File: src/rtl/cpu_pkg.sv
// Shared CPU types and constants used by the GPR write-port arbitration logic.
package cpu_pkg;

  localparam int         NUM_GPR = 16;
  localparam logic [3:0] RA_ADDR = 4'd15;

  typedef struct packed {
    logic [3:0]  addr;
    logic [31:0] data;
  } rf_wr_req_t;

  function automatic logic [NUM_GPR-1:0] gpr_onehot(input logic [3:0] r);
    logic [NUM_GPR-1:0] v;
    v    = '0;
    v[r] = 1'b1;
    return v;
  endfunction

endpackage

File: src/rtl/rf_wr_fifo.sv
// Small circular buffer for out-of-band MDU results; exposes per-entry
// valid/address so the owner can build a pending-register mask.
module rf_wr_fifo
  import cpu_pkg::*;
#(
  parameter int DEPTH = 2
) (
  input  logic                  clk,
  input  logic                  rst,
  input  logic                  push,
  input  logic                  pop,
  input  rf_wr_req_t            push_data,
  output rf_wr_req_t            head,
  output logic                  full,
  output logic                  empty,
  output logic [DEPTH-1:0]      ent_vld,
  output logic [DEPTH-1:0][3:0] ent_addr
);

  localparam int PTR_W = (DEPTH > 1) ? $clog2(DEPTH) : 1;
  localparam int CNT_W = $clog2(DEPTH + 1);

  rf_wr_req_t       mem_q [DEPTH];
  logic [PTR_W-1:0] wr_ptr_q, rd_ptr_q;
  logic [CNT_W-1:0] cnt_q;
  logic [DEPTH-1:0] vld_q;
  logic             do_push, do_pop;

  function automatic logic [PTR_W-1:0] ptr_inc(input logic [PTR_W-1:0] p);
    return (p == PTR_W'(DEPTH - 1)) ? '0 : p + PTR_W'(1);
  endfunction

  assign full    = (cnt_q == CNT_W'(DEPTH));
  assign empty   = (cnt_q == '0);
  assign do_push = push && !full;
  assign do_pop  = pop && !empty;
  assign head    = mem_q[rd_ptr_q];

  always_ff @(posedge clk or negedge rst) begin
    if (!rst) begin
      wr_ptr_q <= '0;
      rd_ptr_q <= '0;
      cnt_q    <= '0;
      vld_q    <= '0;
    end else begin
      if (do_push) begin
        wr_ptr_q        <= ptr_inc(wr_ptr_q);
        vld_q[wr_ptr_q] <= 1'b1;
      end
      // Push and pop never target the same slot: that needs empty or full.
      if (do_pop) begin
        rd_ptr_q        <= ptr_inc(rd_ptr_q);
        vld_q[rd_ptr_q] <= 1'b0;
      end
      case ({do_push, do_pop})
        2'b10:   cnt_q <= cnt_q + CNT_W'(1);
        2'b01:   cnt_q <= cnt_q - CNT_W'(1);
        default: cnt_q <= cnt_q;
      endcase
    end
  end

  always_ff @(posedge clk) begin
    if (do_push) mem_q[wr_ptr_q] <= push_data;
  end

  for (genvar gi = 0; gi < DEPTH; gi++) begin : g_ent
    assign ent_vld[gi]  = vld_q[gi];
    assign ent_addr[gi] = mem_q[gi].addr;
  end

endmodule

File: src/rtl/rf_wr_arbiter.sv
// Arbitrates the single GPR write port between writeback and buffered MDU
// results, bounding MDU starvation with a forced grant plus one Wb stall.
module rf_wr_arbiter
  import cpu_pkg::*;
#(
  parameter int FIFO_DEPTH = 2,
  parameter int MAX_WAIT   = 4
) (
  input  logic               clk,
  input  logic               rst,
  input  logic               start,
  input  logic               wb_wr_en,
  input  logic [3:0]         wb_wr_addr,
  input  logic [31:0]        wb_wr_data,
  output logic               wb_stall,
  input  logic               mdu_vld,
  input  logic [3:0]         mdu_addr,
  input  logic [31:0]        mdu_data,
  output logic               mdu_rdy,
  output logic               rf_wr_en,
  output logic [3:0]         rf_wr_addr,
  output logic [31:0]        rf_wr_data,
  output logic [NUM_GPR-1:0] mdu_pend_mask
);

  localparam int WAIT_W = $clog2(MAX_WAIT + 1);

  rf_wr_req_t                fifo_head;
  logic                      fifo_full, fifo_empty;
  logic [FIFO_DEPTH-1:0]     ent_vld;
  logic [FIFO_DEPTH-1:0][3:0] ent_addr;

  logic                      push, pop, grant_wb, head_due;
  logic [WAIT_W-1:0]         wait_q, wait_d;
  logic                      rf_en_q, rf_en_d;
  logic [3:0]                rf_addr_q, rf_addr_d;
  logic [31:0]               rf_data_q, rf_data_d;
  logic [NUM_GPR-1:0]        mask_q, mask_d;

  rf_wr_fifo #(.DEPTH(FIFO_DEPTH)) u_fifo (
    .clk       (clk),
    .rst       (rst),
    .push      (push),
    .pop       (pop),
    .push_data ('{addr: mdu_addr, data: mdu_data}),
    .head      (fifo_head),
    .full      (fifo_full),
    .empty     (fifo_empty),
    .ent_vld   (ent_vld),
    .ent_addr  (ent_addr)
  );

  always_comb begin
    head_due  = (wait_q == WAIT_W'(MAX_WAIT));
    pop       = start && !fifo_empty && (!wb_wr_en || head_due);
    grant_wb  = start && wb_wr_en && !pop;
    // Handshakes are forced low while reset is asserted.
    mdu_rdy   = rst && start && !fifo_full;
    wb_stall  = rst && wb_wr_en && (!start || pop);
    push      = mdu_vld && mdu_rdy;

    wait_d    = wait_q;
    rf_en_d   = pop || grant_wb;
    rf_addr_d = rf_addr_q;
    rf_data_d = rf_data_q;

    if (pop) begin
      wait_d    = '0;
      rf_addr_d = fifo_head.addr;
      rf_data_d = fifo_head.data;
    end else if (grant_wb) begin
      if (!fifo_empty && !head_due) wait_d = wait_q + WAIT_W'(1);
      rf_addr_d = wb_wr_addr;
      rf_data_d = wb_wr_data;
    end

    // Set from the push itself, cleared only once the entry has left the
    // FIFO, so the register stays pending through its write cycle.
    mask_d = push ? gpr_onehot(mdu_addr) : '0;
    for (int i = 0; i < FIFO_DEPTH; i++) begin
      if (ent_vld[i]) mask_d = mask_d | gpr_onehot(ent_addr[i]);
    end
  end

  always_ff @(posedge clk or negedge rst) begin
    if (!rst) begin
      wait_q    <= '0;
      rf_en_q   <= 1'b0;
      rf_addr_q <= '0;
      rf_data_q <= '0;
      mask_q    <= '0;
    end else begin
      wait_q    <= wait_d;
      rf_en_q   <= rf_en_d;
      rf_addr_q <= rf_addr_d;
      rf_data_q <= rf_data_d;
      mask_q    <= mask_d;
    end
  end

  assign rf_wr_en      = rf_en_q;
  assign rf_wr_addr    = rf_addr_q;
  assign rf_wr_data    = rf_data_q;
  assign mdu_pend_mask = mask_q;

endmodule

File: config.mk
export PLATFORM = sky130hd
export DESIGN_NAME = rf_wr_arbiter
export DESIGN_NICKNAME = d
export VERILOG_FILES = /design/src/rtl/cpu_pkg.sv /design/src/rtl/rf_wr_fifo.sv /design/src/rtl/rf_wr_arbiter.sv
export SDC_FILE = /design/constraint.sdc
export NUM_CORES = 1
export LEC_CHECK = 0
export BUFFER_PORTS_ARGS = -buffer_cell sky130_fd_sc_hd__buf_2
export CORE_ASPECT_RATIO = 0.6
export CORE_UTILIZATION = 57
export CTS_CLUSTER_SIZE = 20
export DETAILED_ROUTE_END_ITERATION = 7
export GPL_TIMING_DRIVEN = 0
export PLACE_DENSITY = 0.93
export SYNTH_ARGS = -nofsm -noshare
export SYNTH_HDL_FRONTEND = slang
export SYNTH_SLANG_ARGS = --single-unit
File: constraint.sdc
create_clock -name clk -period 7.6 [get_ports clk]
set_input_delay 0.76 -clock clk [delete_from_list [all_inputs] [get_ports clk]]
set_output_delay 0.76 -clock clk [all_outputs]
set_load 0.02 [all_outputs]
==> results.cfg <==
[placement]
dp_slack_ps = 4590
place_area_sq_mm = 0.00633
port_buffers = 131
hpwlAfterDp_um = 8560
gp_congestion = 0.884
dp.cells = 645

[layout]
num-fill-cells = 593
postLayoutCellArea_sq_mm = 0.00691
final_common_cell = buf_2
fin_nets = 613
area_delta_synth_final_pct = 26.9
layout-drive-gt1-share_pct = 39.1
diodes = 0
fin_cells = 677
fin_util_pct = 74.9
final_cell_mix = buf_2 (138), edfxtp_1 (72), dfrtp_1 (62)

[floorplan]
fp-row-count = 27
ios = 132
fp.dieH_um = 77.7
die_w_um = 128
fp.dieArea_sq_mm = 0.00996
start_util_pct = 59.1
core_sq_mm = 0.00922

[clock_tree]
clockBufferDepth = 2
cts_tree = yes
cts-root-buf = clkbuf_16
cts_resized = 0
cts.sinks = 134
cts.clk_slew.worst_paths_ps = 50
htree_levels = 4
cts_buffers = 17
clk_latency_ps = 410
cts_hold_buf = 0
cts_setup_buffers = 0

[power_and_ir_drop]
seqPwrFrac_pct = 39.9
irDropWorstVdd_mv = 0.245
p_leak_nw = 2.91
p_clk_share_pct = 31.7
switching_share_pct = 31.6
power.density_mw_per_mm2 = 364
power_frac_comb_pct = 28.4
internal_power_mw = 1.72
power_mw = 2.51
power_switching_mw = 0.793

[synthesis]
ys_types = 47
yosys.area_share.simple_pct = 8.94
synth_compound_area_share_pct = 12.7
synth_edf_count = 72
synth_top_family_by_area = compound AO/OA/AOI/OAI gates
synth_seq_area_share_pct = 68.2
synthCells = 382
synthFlopType = edfxtp_1
syn_avg_cell_area_sq_um = 14.3
synthAdderAreaFrac_pct = 0.459
synthMuxAreaShare_pct = 6.82
ys_ff_latch = 134
synth_nets = 461
synth_area_sq_mm = 0.00545
async_flop_share_pct = 46.3
synth-xor-area-share_pct = 0.643
ys.warnings.count = 0

[sta]
finalSetupViolations = 0
grt_setup_unrepaired = false
slew_headroom_pct = 41.1
skew_ps = 7.63
final-hold-violation-count = 0
setup_tns_ps = 0
drv_slew = 0
fin_crit_sh_pct = 35.3
worst_slew_pin_slew_ps = 883
fmaxAchievable_mhz = 373
fin_crit_ps = 2680
fin_ws_ps = 4920
holdWs_ps = 461

[route]
drtAntennaViolNets = 0
drt-pass1-iter-count = 5
viasPerCell = 5.71
wl_um = 12700
vias = 3868
drt_iter0_markers = 346
drc = 0
wl_per_cell_um = 18.7

[critical_path]
r2r_end = rf_wr_data[7]$_DFFE_PN0P_
cp_num_buf_inv = 2
worstSetupPathType = input pin to output port
crit_path_cell_trace = buf_4 > and3_2 > buf_2
end_kind = output port
crit_fanout = 68
cp_slowest_stage_delay_ps = 650
regToRegSetupSlack_ps = 5550
critical_path_required_ps = 6840
r2r-start = wait_q[0]$_DFFE_PN0P_
reg2regPathDepth = 7
cp_top_family = buffers and inverters
worstSetupStartpointType = input pin
arrival_ps = 1920
crit_path_top_delay_cell = buf_4

[global_routing]
overflow = 0
grt.total_usage_pct = 27.2
grt_pass1_wl_um = 19900
grt_max_degree = 69
grt_pass1_vias = 3903
antenna_found_initial = 1

[outcome]
outcome = complete, no violations

[run]
drv_cap = 0

[min_path]
hp-class = input pin to asynchronous set/reset pin
state kept, by name, indices dropped and copies added, names as in the netlist:
register,flops
rf_wr_data,32
u_fifo.rd_ptr_q,1
u_fifo.mem_q,72
rf_wr_en,1
wait_q,3
rf_wr_addr,4
u_fifo.cnt_q,2
mdu_pend_mask,16
u_fifo.wr_ptr_q,1
u_fifo.ent_vld,2
how the worst max path moves through the flow:
stage | startpoint | cells past startpoint | to
3_5_place_dp | rst | 4 | u_fifo.mem_q[0][11]$_DFFE_PP_
5_1_grt | rst | 4 | wb_stall
6_report | rst | 3 | mdu_rdy
4_1_cts | rst | 3 | mdu_rdy
3_3_place_gp | rst | 3 | u_fifo.mem_q[1][11]$_DFFE_PP_
2_1_floorplan | mdu_vld | 2 | u_fifo.mem_q[1][0]$_DFFE_PP_
power groups by stage:
stage | combinational [mW] | sequential (mW) | clock [mW]
floorplan | 0.356 | 1.12 | 0
global placement | 0.683 | 1.00 | 0
detailed placement | 0.714 | 1.01 | 0
CTS | 0.717 | 1.00 | 0.803
global route | 0.767 | 1.02 | 0.837
finish | 0.714 | 1.00 | 0.797
cells in the mapped netlist (6+ instances only):
master,n,area (sq um)
a22oi_1,6,45.0
buf_2,8,40.0
nand2_1,49,184
nor3_1,9,45.0
nand3_1,7,35.0
dfrtp_1,62,1550
nor2_1,12,45.0
a21oi_1,8,40.0
o221a_1,6,67.6
clkbuf_1,9,33.8
mux2i_1,36,360
o21ai_0,14,70.1
o221a_2,23,259
edfxtp_1,72,2160
worst register-to-register path, cell delays in order (launching register included):
cell and delay, ps:
dfrtp_1 380, inv_1 90, ha_1 200, a21boi_2 150, nor2_1 350, clkbuf_1 470, nand2_1 150, o221a_2 160
per-layer routing:
layer | share of wire, % | track usage, %
met5 | 0 | 0
met4 | 0.80 | 9.53
met3 | 7.6 | 7.45
met2 | 47 | 42.3
met1 | 45 | 37.2
cell type report:
type                       instances  area [sq um]  area share [%]
buffer                            20           100            1.45
clock buffer                      24           483            6.99
clock inverter                     8          97.6            1.41
inverter                           6          22.5           0.326
multi-input combinational        222          1630            23.5
sequential                       134          3710            53.7
tap                              130           163            2.35
timing repair buffer             133           706            10.2
logic make-up (layout without fill, tap and decap cells):
logic type	count (synthesis)	in the layout
compound gates	79	79
xor+xnor	4	4
fa+ha+maj	2	2
buf+inv	26	191
flops	134	134
mux	37	37
simple gates	100	100
Power figures use the tool's default switching activity.
